$ cat src/rtl/ghost_pkg.sv
// ghost_pkg: shared direction/mode types and side-sense helpers for the ghost movers.
package ghost_pkg;

   typedef enum logic [1:0] {
      UP    = 2'd0,
      LEFT  = 2'd1,
      DOWN  = 2'd2,
      RIGHT = 2'd3
   } dir_t;

   typedef enum logic [1:0] {
      HOME   = 2'd0,
      CHASE  = 2'd1,
      FRIGHT = 2'd2,
      EATEN  = 2'd3
   } mode_t;

   // Opposite heading: the encoding pairs UP/DOWN and LEFT/RIGHT two apart
   function automatic dir_t reverse(input dir_t d);
      return dir_t'(d ^ 2'd2);
   endfunction

   // True when the wall sensor on side d reports nothing (0 = open)
   function automatic logic open_side(input dir_t d, input logic [4:0] mapL,
                                      input logic [4:0] mapR, input logic [4:0] mapB,
                                      input logic [4:0] mapT);
      logic r;
      case (d)
         UP:      r = (mapT == 5'd0);
         LEFT:    r = (mapL == 5'd0);
         DOWN:    r = (mapB == 5'd0);
         default: r = (mapR == 5'd0);
      endcase
      return r;
   endfunction

endpackage

$ cat src/rtl/ghost_step_gen.sv
// ghost_step_gen: fractional speed accumulator; emits a 1 px step when the
// per-frame increment carries out of the SPD_W fraction bits.
module ghost_step_gen #(
   parameter int SPD_W = 4
) (
   input  logic           Clk,
   input  logic           Reset_n,
   input  logic           frame_tick,
   input  logic [SPD_W:0] spd,
   input  logic           clr,
   output logic           step
);

   logic [SPD_W-1:0] acc;
   logic [SPD_W:0]   sum;

   // spd never exceeds one full step, so the carry bit alone marks a step and
   // the low bits are already the remainder after subtracting it
   assign sum  = {1'b0, acc} + spd;
   assign step = frame_tick & sum[SPD_W];

   // Accumulate the fractional position once per frame
   always_ff @(posedge Clk or negedge Reset_n) begin
      if (!Reset_n)
         acc <= '0;
      else if (clr)
         acc <= '0;
      else if (frame_tick)
         acc <= sum[SPD_W-1:0];
   end

endmodule

$ cat src/rtl/ghost_mover.sv
// ghost_mover: one ghost's mode FSM, turn queue, speed, tunnel wrap and homing.
module ghost_mover
   import ghost_pkg::*;
#(
   parameter int X_CENTER       = 264,
   parameter int Y_CENTER       = 166,
   parameter int X_MIN          = 7,
   parameter int X_MAX          = 396,
   parameter int Y_MIN          = 7,
   parameter int Y_MAX          = 440,
   parameter int SIZE           = 13,
   parameter int TUN_Y_LO       = 195,
   parameter int TUN_Y_HI       = 223,
   parameter int TUN_L          = 10,
   parameter int TUN_R          = 390,
   parameter int WRAP_L_DEST    = 385,
   parameter int WRAP_R_DEST    = 15,
   parameter int SPD_W          = 4,
   parameter int SPD_CHASE      = 12,
   parameter int SPD_FRIGHT     = 8,
   parameter int SPD_EATEN      = 16,
   parameter int FRIGHT_FRAMES  = 360,
   parameter int RELEASE_FRAMES = 60
) (
   input  logic       Clk,
   input  logic       Reset_n,
   input  logic       frame_tick,
   input  logic       restart,
   input  logic [1:0] dir_req,
   input  logic       dir_req_valid,
   input  logic       fright_start,
   input  logic       eaten,
   input  logic [4:0] mapL,
   input  logic [4:0] mapR,
   input  logic [4:0] mapB,
   input  logic [4:0] mapT,
   output logic [9:0] ghostX,
   output logic [9:0] ghostY,
   output logic [9:0] ghostS,
   output logic [1:0] mode,
   output logic [1:0] dir,
   output logic       frightened
);

   localparam logic [SPD_W:0] SPD_C = SPD_CHASE[SPD_W:0];
   localparam logic [SPD_W:0] SPD_F = SPD_FRIGHT[SPD_W:0];
   localparam logic [SPD_W:0] SPD_E = SPD_EATEN[SPD_W:0];

   mode_t          mode_r;
   dir_t           dir_r, pending;
   logic [9:0]     cnt;
   logic [SPD_W:0] spd;
   logic           step, clr_acc, at_home, band_now, band_next;
   dir_t           hx, hy, home_dir, want_dir, mv_dir;
   logic           want_open, dir_open, move_ok, do_move;
   logic [9:0]     mx, my, wx;

   // Border clearance without subtraction; the side borders are not walls
   // inside the tunnel band, otherwise the wrap points could never be reached
   function automatic logic border_ok(input dir_t d, input logic [9:0] x,
                                      input logic [9:0] y, input logic band);
      logic r;
      case (d)
         UP:      r = y > 10'(Y_MIN + SIZE);
         LEFT:    r = band || (x > 10'(X_MIN + SIZE));
         DOWN:    r = ({1'b0, y} + 11'(SIZE)) < 11'(Y_MAX);
         default: r = band || (({1'b0, x} + 11'(SIZE)) < 11'(X_MAX));
      endcase
      return r;
   endfunction

   assign band_now = (ghostY >= 10'(TUN_Y_LO)) && (ghostY <= 10'(TUN_Y_HI));
   assign at_home  = (ghostX == 10'(X_CENTER)) && (ghostY == 10'(Y_CENTER));
   assign clr_acc  = restart || ((mode_r == EATEN) && frame_tick && at_home);

   // Per-mode accumulator increment
   always_comb begin
      case (mode_r)
         CHASE:   spd = SPD_C;
         FRIGHT:  spd = SPD_F;
         EATEN:   spd = SPD_E;
         default: spd = '0;
      endcase
   end

   ghost_step_gen #(.SPD_W(SPD_W)) u_step (
      .Clk        (Clk),
      .Reset_n    (Reset_n),
      .frame_tick (frame_tick),
      .spd        (spd),
      .clr        (clr_acc),
      .step       (step)
   );

   // Homing direction while EATEN: close the X gap first, fall back to Y
   always_comb begin
      hx = (ghostX < 10'(X_CENTER)) ? RIGHT : LEFT;
      hy = (ghostY < 10'(Y_CENTER)) ? DOWN : UP;
      if ((ghostX != 10'(X_CENTER)) && open_side(hx, mapL, mapR, mapB, mapT) &&
          border_ok(hx, ghostX, ghostY, band_now))
         home_dir = hx;
      else
         home_dir = hy;
   end

   // Pick the heading for this step and form the moved, wrapped position
   always_comb begin
      want_dir  = (mode_r == EATEN) ? home_dir : pending;
      want_open = open_side(want_dir, mapL, mapR, mapB, mapT) &&
                  border_ok(want_dir, ghostX, ghostY, band_now);
      dir_open  = open_side(dir_r, mapL, mapR, mapB, mapT) &&
                  border_ok(dir_r, ghostX, ghostY, band_now);
      mv_dir    = want_open ? want_dir : dir_r;
      // An edge that changes mode through an event does not also move
      case (mode_r)
         CHASE:   move_ok = !fright_start;
         FRIGHT:  move_ok = !eaten;
         EATEN:   move_ok = !at_home;
         default: move_ok = 1'b0;
      endcase
      do_move = step && move_ok && (want_open || dir_open);
      mx = ghostX;
      my = ghostY;
      case (mv_dir)
         UP:      my = ghostY - 10'd1;
         LEFT:    mx = ghostX - 10'd1;
         DOWN:    my = ghostY + 10'd1;
         default: mx = ghostX + 10'd1;
      endcase
      band_next = (my >= 10'(TUN_Y_LO)) && (my <= 10'(TUN_Y_HI));
      wx = mx;
      if (band_next && (mx <= 10'(TUN_L)))
         wx = 10'(WRAP_L_DEST);
      else if (band_next && (mx >= 10'(TUN_R)))
         wx = 10'(WRAP_R_DEST);
   end

   // Position, heading, turn queue and mode FSM
   always_ff @(posedge Clk or negedge Reset_n) begin
      if (!Reset_n) begin
         ghostX     <= 10'(X_CENTER);
         ghostY     <= 10'(Y_CENTER);
         mode_r     <= HOME;
         dir_r      <= LEFT;
         pending    <= LEFT;
         cnt        <= '0;
         frightened <= 1'b0;
      end else if (restart) begin
         ghostX     <= 10'(X_CENTER);
         ghostY     <= 10'(Y_CENTER);
         mode_r     <= HOME;
         dir_r      <= LEFT;
         pending    <= LEFT;
         cnt        <= '0;
         frightened <= 1'b0;
      end else begin
         if (dir_req_valid && (mode_r != EATEN))
            pending <= dir_t'(dir_req);
         if (do_move) begin
            ghostX <= wx;
            ghostY <= my;
            dir_r  <= mv_dir;
         end
         case (mode_r)
            HOME: begin
               if (frame_tick) begin
                  if (cnt == 10'(RELEASE_FRAMES - 1)) begin
                     mode_r <= CHASE;
                     cnt    <= '0;
                  end else begin
                     cnt <= cnt + 10'd1;
                  end
               end
            end
            CHASE: begin
               if (fright_start) begin
                  mode_r     <= FRIGHT;
                  frightened <= 1'b1;
                  cnt        <= '0;
                  dir_r      <= reverse(dir_r);
                  pending    <= reverse(dir_r);
               end
            end
            FRIGHT: begin
               if (eaten) begin
                  mode_r     <= EATEN;
                  frightened <= 1'b0;
               end else if (fright_start) begin
                  cnt <= '0;
               end else if (frame_tick) begin
                  if (cnt == 10'(FRIGHT_FRAMES - 1)) begin
                     mode_r     <= CHASE;
                     frightened <= 1'b0;
                     cnt        <= '0;
                  end else begin
                     cnt <= cnt + 10'd1;
                  end
               end
            end
            default: begin
               if (frame_tick) begin
                  pending <= home_dir;
                  if (at_home) begin
                     mode_r <= HOME;
                     cnt    <= '0;
                  end
               end
            end
         endcase
      end
   end

   assign mode   = mode_r;
   assign dir    = dir_r;
   assign ghostS = 10'(SIZE);

endmodule
$ cat config.mk
export PLATFORM = sky130hd
export DESIGN_NAME = ghost_mover
export DESIGN_NICKNAME = d
export VERILOG_FILES = /design/src/rtl/ghost_pkg.sv /design/src/rtl/ghost_step_gen.sv /design/src/rtl/ghost_mover.sv
export SDC_FILE = /design/constraint.sdc
export NUM_CORES = 1
export LEC_CHECK = 0
export BUFFER_PORTS_ARGS = -buffer_cell sky130_fd_sc_hd__buf_2
export CORE_MARGIN = 2
export CORE_UTILIZATION = 52
export CTS_CLUSTER_DIAMETER = 40
export DETAILED_ROUTE_END_ITERATION = 8
export GPL_TIMING_DRIVEN = 1
export PLACE_DENSITY = 0.75
export SYNTH_ARGS = -nofsm -noshare
export SYNTH_HDL_FRONTEND = slang
export SYNTH_SLANG_ARGS = --single-unit
export TNS_END_PERCENT = 20
$ cat constraint.sdc
create_clock -name Clk -period 15.5 [get_ports Clk]
set_clock_uncertainty 0.2 [all_clocks]
set_input_delay 2.325 -clock Clk [delete_from_list [all_inputs] [get_ports Clk]]
set_output_delay 2.325 -clock Clk [all_outputs]
set_load 0.01 [all_outputs]
==> impl_results.html, run 1 <==
<table>
<tr><th>Metric</th><th>Value</th></tr>
<tr><th colspan="2">Finish</th></tr>
<tr><td>Share of final-layout standard cells stronger than drive strength 1</td><td>21.9%</td></tr>
<tr><td>Number of diodes added for antenna fixing</td><td>0</td></tr>
<tr><td>Combined area of the multi-input logic cells</td><td>0.00243 mm^2</td></tr>
<tr><td>Final standard cell count with taps included and fillers excluded</td><td>560</td></tr>
<tr><td>Fillers</td><td>641</td></tr>
<tr><td>Sequential cell area in the final layout</td><td>986 um^2</td></tr>
<tr><td>Area delta synth-&gt;final</td><td>9.18%</td></tr>
<tr><td>Nets</td><td>525</td></tr>
<tr><th colspan="2">Hold path</th></tr>
<tr><td>Beginning of the worst hold path</td><td>cnt[1]$_DFFE_PN0P_</td></tr>
<tr><td>Worst min-delay path category</td><td>reg2reg</td></tr>
<tr><th colspan="2">Logic synthesis</th></tr>
<tr><td>Sequential element share of the synthesized area</td><td>27.3%</td></tr>
<tr><td>Dominant cell type by area after synthesis</td><td>sky130_fd_sc_hd__dfrtp_1</td></tr>
<tr><td>Synthesized cell area</td><td>0.00361 mm^2</td></tr>
<tr><td>Number of enable flip-flop cells after synthesis</td><td>0</td></tr>
<tr><td>Yosys cell types</td><td>72</td></tr>
<tr><td>Leading post-synthesis cells by instance count</td><td>sky130_fd_sc_hd__nor2_1, sky130_fd_sc_hd__nand2_1, sky130_fd_sc_hd__a21oi_1, sky130_fd_sc_hd__dfrtp_1, sky130_fd_sc_hd__o21ai_0</td></tr>
<tr><td>Synth Flop Type</td><td>sky130_fd_sc_hd__dfrtp_1</td></tr>
<tr><td>Ys Warns</td><td>0</td></tr>
<tr><td>Synthesized instance count</td><td>440</td></tr>
<tr><td>Dominant cells by area after synthesis</td><td>sky130_fd_sc_hd__dfrtp_1, sky130_fd_sc_hd__dfstp_2, sky130_fd_sc_hd__ha_1, sky130_fd_sc_hd__nor2_1, sky130_fd_sc_hd__a21oi_1</td></tr>
<tr><td>Cell with the most instances after synthesis</td><td>sky130_fd_sc_hd__nor2_1</td></tr>
<tr><td>Yosys top cell area share</td><td>21.5%</td></tr>
<tr><td>Number of synthesized register bits</td><td>39</td></tr>
<tr><td>Mean post-synth cell area</td><td>8.21 um^2</td></tr>
<tr><td>Synth async-reset ratio</td><td>100%</td></tr>
<tr><th colspan="2">Timing</th></tr>
<tr><td>Slew of the pin with the lowest slew margin</td><td>0.895 ns</td></tr>
<tr><td>Fmax achieved</td><td>0.124 GHz</td></tr>
<tr><td>Unrepaired setup endpoints after global routing</td><td>false</td></tr>
<tr><td>Worst-case hold slack</td><td>0.316 ns</td></tr>
<tr><td>Setup tns final</td><td>0 ns</td></tr>
<tr><td>Number of pins with negative max-slew slack in the final report</td><td>0</td></tr>
<tr><td>Final setup violating endpoints</td><td>0</td></tr>
<tr><td>Normalized max-slew margin</td><td>40.3%</td></tr>
<tr><td>Min cycle time layout</td><td>8.09 ns</td></tr>
<tr><td>Final hold vios</td><td>0</td></tr>
<tr><td>Post-route fraction of the period consumed by the critical path</td><td>52.2%</td></tr>
<tr><th colspan="2">Clock network</th></tr>
<tr><td>Buffer cell driving the clock tree root</td><td>sky130_fd_sc_hd__clkbuf_8</td></tr>
<tr><td>Post-cts sizing count</td><td>0</td></tr>
<tr><td>Total clock buffers created by CTS</td><td>5</td></tr>
<tr><td>Clock Tree Buf Depth</td><td>2</td></tr>
<tr><td>CTS tree</td><td>done</td></tr>
<tr><td>Number of sinks handled by clock tree synthesis</td><td>39</td></tr>
<tr><td>Source-to-sink clock delay at the later pin of the worst-skew pair</td><td>0.30 ns</td></tr>
<tr><td>Hold-fix buffers at CTS</td><td>0</td></tr>
<tr><td>H-tree lvl count</td><td>2</td></tr>
<tr><td>Clock-pin slew reported for the worst setup and hold paths after clock tree synthesis</td><td>0.09 ns</td></tr>
<tr><td>Setup repair bufs after CTS</td><td>0</td></tr>
<tr><th colspan="2">Place</th></tr>
<tr><td>Final weighted congestion in routability-driven placement</td><td>0.929</td></tr>
<tr><td>Number of buffers inserted by port buffering</td><td>53</td></tr>
<tr><td>Number of placed instances, taps included</td><td>552</td></tr>
<tr><td>Final HPWL DP</td><td>6.34 mm</td></tr>
<tr><th colspan="2">Die</th></tr>
<tr><td>Rows</td><td>30</td></tr>
<tr><td>Ports</td><td>64</td></tr>
<tr><td>Die width</td><td>87.3 um</td></tr>
<tr><td>Core area</td><td>0.00676 mm^2</td></tr>
<tr><td>Effective utilization at floorplan</td><td>53.4%</td></tr>
<tr><td>Floorplan die height</td><td>87.3 um</td></tr>
<tr><td>Area of the die</td><td>0.00763 mm^2</td></tr>
<tr><th colspan="2">Critical path</th></tr>
<tr><td>Largest driver fanout on the critical path</td><td>20</td></tr>
<tr><td>Largest stage delay, worst path</td><td>0.53 ns</td></tr>
<tr><td>Critical-path cell list</td><td>buf_2 &gt; or4_1 &gt; or2_2 &gt; or3_1 &gt; o22ai_1 &gt; a221o_1 &gt; nand2b_1 &gt; o221ai_2 &gt; buf_4 &gt; or2_2 &gt; ha_1 &gt; a21o_1 &gt; a21oi_1 &gt; o21bai_1 &gt; a2111oi_0 &gt; nor3_1 &gt; a31oi_1 &gt; xor2_1 &gt; or3_1 &gt; nand3_2 &gt; nor3_1 &gt; o211ai_2 &gt; mux2_4 &gt; a21oi_2</td></tr>
<tr><td>Standard cell with the maximum stage delay on the critical path</td><td>sky130_fd_sc_hd__or4_1</td></tr>
<tr><td>Setup Crit Path Kind</td><td>in2reg</td></tr>
<tr><td>Kind of cell with the highest combined delay on the critical path</td><td>simple AND/OR/NAND/NOR gates</td></tr>
<tr><td>CP endpoint kind</td><td>register</td></tr>
<tr><td>FF-to-FF Start</td><td>ghostX[4]$_DFFE_PN0P_</td></tr>
<tr><td>Count of buffering cells on the critical path with inverters included</td><td>2</td></tr>
<tr><td>Source of the critical timing path</td><td>mapR[0]</td></tr>
<tr><td>Required time at the endpoint of the critical path</td><td>15.53 ns</td></tr>
<tr><td>Crit path launch type</td><td>primary input</td></tr>
<tr><td>Crit path DAT</td><td>8.12 ns</td></tr>
<tr><th colspan="2">Global routing</th></tr>
<tr><td>Overflow left after global routing</td><td>0</td></tr>
<tr><td>Maximum number of pins on one net before global-route repair</td><td>40</td></tr>
<tr><td>Global Route Usage Sum</td><td>23.6%</td></tr>
<tr><td>Antenna violations before repair</td><td>0</td></tr>
<tr><td>Wire length of the first global-routing pass</td><td>14.5 mm</td></tr>
<tr><td>Number of global-route vias before repair</td><td>3049</td></tr>
<tr><th colspan="2">Route</th></tr>
<tr><td>Per-cell via count in the routed design</td><td>5.96</td></tr>
<tr><td>Antenna-violating nets left</td><td>0</td></tr>
<tr><td>Count of routing violations after the opening detailed-route iteration</td><td>146</td></tr>
<tr><td>First-pass DRT Iterations</td><td>4</td></tr>
<tr><td>DRC violations left</td><td>0</td></tr>
<tr><td>Total number of vias</td><td>3335</td></tr>
<tr><td>Detail-routed net length per standard cell</td><td>15.5 um</td></tr>
<tr><td>Wirelength, routed</td><td>8.69 mm</td></tr>
<tr><th colspan="2">Run</th></tr>
<tr><td>Number of violations of the max-capacitance limit</td><td>0</td></tr>
<tr><th colspan="2">Power and ir drop</th></tr>
<tr><td>Peak ir drop on the vdd network</td><td>0.0580 mV</td></tr>
<tr><td>Total power of the final layout</td><td>335 uW</td></tr>
<tr><td>Areal power density over the cells</td><td>84.9 mW/mm^2</td></tr>
<tr><td>Static Leak</td><td>0.00172 uW</td></tr>
<tr><th colspan="2">Run status</th></tr>
<tr><td>Result of the run</td><td>complete, no violations</td></tr>
</table>
[metrics by stage]
step                setup WS (ns)  utilization, %  instance area [um^2]
detailed placement           7.17            57.0                  3850
global route                 6.98            58.4                  3940
floorplan                    7.71               -                  3640
finish                       7.41            58.4                  3940
global placement             7.37            57.0                  3850
CTS                          7.48            58.4                  3940
[flip-flops by register name (all words and copies together) (netlist names)]
| signal | count |
|---|---|
| dir | 2 |
| mode | 2 |
| ghostX | 10 |
| u_step.acc | 2 |
| pending | 2 |
| cnt | 10 |
| ghostY | 10 |
| frightened | 1 |
[layout make-up]
class / count / area share, %
inverter: 13 / 1.24
timing repair buffer: 56 / 7.30
tap: 80 / 2.54
multi-input combinational: 364 / 61.7
clock inverter: 3 / 0.508
sequential: 39 / 25.0
clock buffer: 5 / 1.75
[worst register-to-register path: cells and delay by family (launching register included)]
family / cells / cell delay [ns]
buffers and inverters: 1 / 0.22
flip-flops: 1 / 0.48
XOR/XNOR: 1 / 0.28
multiplexers: 1 / 0.30
AND/OR/NAND/NOR: 8 / 2.41
AO/OA/AOI/OAI: 11 / 2.34
adder cells (fa/ha/maj): 1 / 0.30
[logic make-up (layout without fill, tap and decap cells)]
| group | after synthesis | after routing | synth area share [%] |
|---|---|---|---|
| AND/OR/NAND/NOR | 184 | 184 | 27.0 |
| flip-flops | 39 | 39 | 27.3 |
| other | 2 | 10 | 0.208 |
| AO/OA/AOI/OAI | 119 | 119 | 23.5 |
| XOR/XNOR | 19 | 19 | 4.61 |
| multiplexers | 15 | 15 | 4.54 |
| adder cells (fa/ha/maj) | 17 | 17 | 6.31 |
| buffers and inverters | 45 | 77 | 6.55 |
[path summary, 6_finish.rpt]
| path | to | slack (ns) | cells past startpoint |
|---|---|---|---|
| min reg2reg | cnt[1]$_DFFE_PN0P_ | 0.32 | 2 |
| max reg2reg | ghostX[7]$_DFFE_PN0P_ | 8.88 | 23 |
| max in group asynchronous | ghostY[3]$_DFFE_PN0P_ | 12.59 | 1 |
| min in group asynchronous | ghostX[6]$_DFFE_PN0P_ | 1.92 | 1 |
| min | cnt[1]$_DFFE_PN0P_ | 0.32 | 2 |
| max | ghostX[7]$_DFFE_PN0P_ | 7.41 | 24 |
[per-layer routing]
metal	share of wire (%)	up-vias	global-route usage, %
li1	-	1649	-
met1	47	1603	32.0
met2	47	74	38.9
met3	4.6	9	4.17
met4	1.2	0	5.87
met5	0	-	0
[report_power, final]
group          total, uW  switching (uW)  internal, uW
Clock               70.4            39.0          31.3
Combinational        140            85.4          55.0
Sequential           124            11.3           113
Total                335             136           199
[cell usage in the layout, fill, tap and decap left out, types with 5 or more instances in the layout]
master | Yosys | routed
sky130_fd_sc_hd__dfrtp_1 | 31 | 31
sky130_fd_sc_hd__buf_2 | 0 | 53
sky130_fd_sc_hd__or2_2 | 7 | 7
sky130_fd_sc_hd__a21o_1 | 6 | 6
sky130_fd_sc_hd__nand2_1 | 35 | 35
sky130_fd_sc_hd__nor3_1 | 12 | 12
sky130_fd_sc_hd__dfstp_2 | 8 | 8
sky130_fd_sc_hd__xor2_1 | 10 | 10
sky130_fd_sc_hd__nor2b_1 | 7 | 7
sky130_fd_sc_hd__or3_1 | 7 | 7
sky130_fd_sc_hd__conb_1 | 2 | 10
sky130_fd_sc_hd__a21oi_1 | 33 | 33
sky130_fd_sc_hd__nand2b_1 | 12 | 12
sky130_fd_sc_hd__o21ai_0 | 23 | 23
sky130_fd_sc_hd__mux2i_1 | 10 | 10
sky130_fd_sc_hd__inv_1 | 13 | 13
sky130_fd_sc_hd__nor2_1 | 47 | 47
sky130_fd_sc_hd__clkbuf_8 | 0 | 5
sky130_fd_sc_hd__nand3_1 | 14 | 14
sky130_fd_sc_hd__ha_1 | 15 | 15
sky130_fd_sc_hd__and3_1 | 6 | 6
sky130_fd_sc_hd__or4_1 | 6 | 6
sky130_fd_sc_hd__xnor2_1 | 9 | 9
sky130_fd_sc_hd__nand3b_1 | 8 | 8
(Power assumes the default switching activity.)
==> run 2: changes to the inputs <==
--- a/config.mk
+++ b/config.mk
@@ -11,7 +11,7 @@
 export CTS_CLUSTER_DIAMETER = 40
 export DETAILED_ROUTE_END_ITERATION = 8
 export GPL_TIMING_DRIVEN = 1
-export PLACE_DENSITY = 0.75
+export PLACE_DENSITY = 0.78
 export SYNTH_ARGS = -nofsm -noshare
 export SYNTH_HDL_FRONTEND = slang
 export SYNTH_SLANG_ARGS = --single-unit
==> constraint.sdc (replaced) <==
create_clock -name Clk -period 6.8 [get_ports Clk]
set_clock_uncertainty 0.2 [all_clocks]
set_input_delay 1.02 -clock Clk [delete_from_list [all_inputs] [get_ports Clk]]
set_output_delay 1.02 -clock Clk [all_outputs]
set_load 0.01 [all_outputs]
==> run 2 against run 1 <==
Routed wire length down 0.24%. Sequential cell count stayed put. Hold slack better by 0.0027 ns. Critical path depth down 1. Combinational power is 130% higher. Via count grew 3.1%. Register-to-register slack worse by 8.4 ns. Sequential power up 130%. Largest power group unchanged.
==> impl_results.html, run 2 (synthesized netlist as in run 1, its figures left out) <==
<table>
<tr><th>Metric</th><th>Value</th></tr>
<tr><th colspan="2">Place</th></tr>
<tr><td>Final weighted congestion in routability-driven placement</td><td>0.971</td></tr>
<tr><td>Placed cell areas</td><td>0.00387 mm^2</td></tr>
<tr><td>Number of buffers inserted by port buffering</td><td>53</td></tr>
<tr><td>Final HPWL DP</td><td>6.24 mm</td></tr>
<tr><th colspan="2">Clock network</th></tr>
<tr><td>Setup repair bufs after CTS</td><td>0</td></tr>
<tr><td>Hold-fix buffers at CTS</td><td>0</td></tr>
<tr><td>Number of sinks handled by clock tree synthesis</td><td>39</td></tr>
<tr><td>Clock Tree Buf Depth</td><td>2</td></tr>
<tr><td>Source-to-sink clock delay at the later pin of the worst-skew pair</td><td>0.30 ns</td></tr>
<tr><td>CTS tree</td><td>done</td></tr>
<tr><td>H-tree lvl count</td><td>2</td></tr>
<tr><td>Clock-pin slew reported for the worst setup and hold paths after clock tree synthesis</td><td>0.09 ns</td></tr>
<tr><td>Post-cts sizing count</td><td>0</td></tr>
<tr><td>Buffer cell driving the clock tree root</td><td>sky130_fd_sc_hd__clkbuf_8</td></tr>
<tr><td>Total clock buffers created by CTS</td><td>5</td></tr>
<tr><th colspan="2">Timing</th></tr>
<tr><td>Worst-case hold slack</td><td>0.319 ns</td></tr>
<tr><td>Final hold vios</td><td>0</td></tr>
<tr><td>Post-route fraction of the period consumed by the critical path</td><td>95.2%</td></tr>
<tr><td>Normalized max-slew margin</td><td>38.7%</td></tr>
<tr><td>Slew of the pin with the lowest slew margin</td><td>0.919 ns</td></tr>
<tr><td>Setup tns final</td><td>0 ns</td></tr>
<tr><td>Number of pins with negative max-slew slack in the final report</td><td>0</td></tr>
<tr><td>Final setup violating endpoints</td><td>0</td></tr>
<tr><td>Unrepaired setup endpoints after global routing</td><td>false</td></tr>
<tr><td>Min cycle time layout</td><td>6.47 ns</td></tr>
<tr><td>Fmax achieved</td><td>0.154 GHz</td></tr>
<tr><th colspan="2">Route</th></tr>
<tr><td>Per-cell via count in the routed design</td><td>6.12</td></tr>
<tr><td>DRC violations left</td><td>0</td></tr>
<tr><td>Total number of vias</td><td>3438</td></tr>
<tr><td>First-pass DRT Iterations</td><td>5</td></tr>
<tr><td>Count of routing violations after the opening detailed-route iteration</td><td>237</td></tr>
<tr><td>Antenna-violating nets left</td><td>0</td></tr>
<tr><td>Detail-routed net length per standard cell</td><td>15.4 um</td></tr>
<tr><td>Wirelength, routed</td><td>8.67 mm</td></tr>
<tr><th colspan="2">Hold path</th></tr>
<tr><td>Cell depth of the worst min-delay path</td><td>1</td></tr>
<tr><td>Beginning of the worst hold path</td><td>cnt[5]$_DFFE_PN0P_</td></tr>
<tr><td>Worst min-delay path category</td><td>reg2reg</td></tr>
<tr><td>End of the worst hold path</td><td>cnt[5]$_DFFE_PN0P_</td></tr>
<tr><th colspan="2">Critical path</th></tr>
<tr><td>Crit path launch type</td><td>primary input</td></tr>
<tr><td>Count of buffering cells on the critical path with inverters included</td><td>1</td></tr>
<tr><td>Required time at the endpoint of the critical path</td><td>6.83 ns</td></tr>
<tr><td>Largest stage delay, worst path</td><td>0.52 ns</td></tr>
<tr><td>Largest driver fanout on the critical path</td><td>9</td></tr>
<tr><td>Critical-path cell list</td><td>buf_2 &gt; or4_1 &gt; or2_2 &gt; or3_1 &gt; o22ai_1 &gt; a221o_1 &gt; nand2b_1 &gt; o221ai_2 &gt; or2_2 &gt; ha_1 &gt; a21o_1 &gt; a21oi_1 &gt; o21bai_1 &gt; a2111oi_1 &gt; nor3_1 &gt; a31oi_1 &gt; xor2_1 &gt; or3_1 &gt; nand3_2 &gt; nor3_1 &gt; o211ai_2 &gt; mux2_4 &gt; a21oi_2</td></tr>
<tr><td>CP endpoint kind</td><td>register</td></tr>
<tr><td>Depth of the worst register-to-register path</td><td>22</td></tr>
<tr><td>Crit Reg-Reg Endpoint</td><td>ghostX[7]$_DFFE_PN0P_</td></tr>
<tr><td>Crit path DAT</td><td>6.50 ns</td></tr>
<tr><td>FF-to-FF Start</td><td>ghostX[4]$_DFFE_PN0P_</td></tr>
<tr><td>Kind of cell with the highest combined delay on the critical path</td><td>simple AND/OR/NAND/NOR gates</td></tr>
<tr><td>Setup Crit Path Kind</td><td>in2reg</td></tr>
<tr><td>Worst setup slack for register-to-register paths</td><td>0.50 ns</td></tr>
<tr><td>Standard cell with the maximum stage delay on the critical path</td><td>sky130_fd_sc_hd__or4_1</td></tr>
<tr><td>Number of cells on the critical path</td><td>23</td></tr>
<tr><th colspan="2">Finish</th></tr>
<tr><td>Share of final-layout standard cells stronger than drive strength 1</td><td>22.2%</td></tr>
<tr><td>Area delta synth-&gt;final</td><td>9.74%</td></tr>
<tr><td>Top Registers</td><td>cnt: 10 flops, ghostX: 10 flops, ghostY: 10 flops</td></tr>
<tr><td>Most common library cell in the layout ignoring fill and taps</td><td>sky130_fd_sc_hd__buf_2</td></tr>
<tr><td>Commonest cells after routing, fill and taps aside</td><td>sky130_fd_sc_hd__buf_2, sky130_fd_sc_hd__nor2_1, sky130_fd_sc_hd__nand2_1</td></tr>
<tr><td>Number of diodes added for antenna fixing</td><td>0</td></tr>
<tr><td>Cell area after layout</td><td>0.00396 mm^2</td></tr>
<tr><td>Nets</td><td>527</td></tr>
<tr><td>Fillers</td><td>634</td></tr>
<tr><td>Final core utilization</td><td>58.6%</td></tr>
<tr><th colspan="2">Run</th></tr>
<tr><td>Number of violations of the max-capacitance limit</td><td>0</td></tr>
<tr><th colspan="2">Die</th></tr>
<tr><td>Ports</td><td>64</td></tr>
<tr><td>Floorplan die height</td><td>87.3 um</td></tr>
<tr><td>Core area</td><td>0.00676 mm^2</td></tr>
<tr><td>Area of the die</td><td>0.00763 mm^2</td></tr>
<tr><td>Effective utilization at floorplan</td><td>53.4%</td></tr>
<tr><td>Rows</td><td>30</td></tr>
<tr><td>Die width</td><td>87.3 um</td></tr>
<tr><th colspan="2">Power and ir drop</th></tr>
<tr><td>Total power of the final layout</td><td>776 uW</td></tr>
<tr><td>Static Leak</td><td>0.00173 uW</td></tr>
<tr><td>Areal power density over the cells</td><td>196 mW/mm^2</td></tr>
<tr><td>Peak ir drop on the vdd network</td><td>0.124 mV</td></tr>
<tr><th colspan="2">Global routing</th></tr>
<tr><td>Antenna violations before repair</td><td>0</td></tr>
<tr><td>Number of global-route vias before repair</td><td>3217</td></tr>
<tr><td>Maximum number of pins on one net before global-route repair</td><td>40</td></tr>
<tr><td>Global Route Usage Sum</td><td>24.0%</td></tr>
<tr><td>Overflow left after global routing</td><td>0</td></tr>
<tr><td>Wire length of the first global-routing pass</td><td>14.8 mm</td></tr>
<tr><th colspan="2">Run status</th></tr>
<tr><td>Result of the run</td><td>complete, no violations</td></tr>
</table>
run 2: cell type report:
cell class                 instances  area, um^2  share of cell area [%]
tap                               80         100                    2.53
sequential                        39         986                    24.9
clock buffer                       5        68.8                    1.74
timing repair buffer              58         303                    7.64
inverter                          13        48.8                    1.23
clock inverter                     3        23.8                   0.600
multi-input combinational        364        2430                    61.4
run 2: per-stage QoR:
stage | setup WS [ns] | std cells
3_5_place_dp | 0.0389 | 554
4_1_cts | 0.311 | 562
6_report | 0.326 | 562
5_1_grt | 0.00976 | 562
3_3_place_gp | 0.196 | 554
2_1_floorplan | 0.318 | 448
run 2: per-layer routing:
metal / track usage, % / up-vias / wire length (um)
met3: 3.13 / 22 / 511
met4: 7.83 / 0 / 186
met1: 31.8 / 1641 / 3810
met2: 40.3 / 122 / 4160
met5: 0 / - / 0
li1: - / 1653 / -
run 2: how the worst max path moves through the flow:
stage	slack [ns]	endpoint	from
after CTS	0.31	ghostX[7]$_DFFE_PN0P_	mapR[0]
after floorplan	0.32	ghostX[7]$_DFFE_PN0P_	mapR[0]
after global routing	0.01	ghostX[7]$_DFFE_PN0P_	mapR[0]
after global placement	0.20	ghostX[7]$_DFFE_PN0P_	mapR[0]
after detailed placement	0.04	ghostX[7]$_DFFE_PN0P_	mapR[0]
final	0.33	ghostX[7]$_DFFE_PN0P_	mapR[0]
run 2: report_power, final:
part | switching [uW] | internal (uW) | total (uW)
sequential | 25.8 | 257 | 283
clock | 95.7 | 73.5 | 169
combinational | 198 | 126 | 324
run 2: worst reg2reg max path, delay by kind of cell (launching register included):
family / cells / cell delay, ns
xor gates and xnor gates: 1 / 0.28
DFF: 1 / 0.48
adders and majority gates: 1 / 0.31
muxes: 1 / 0.30
AOI/OAI and AO/OA: 11 / 2.28
and+or+nand+nor: 8 / 2.38
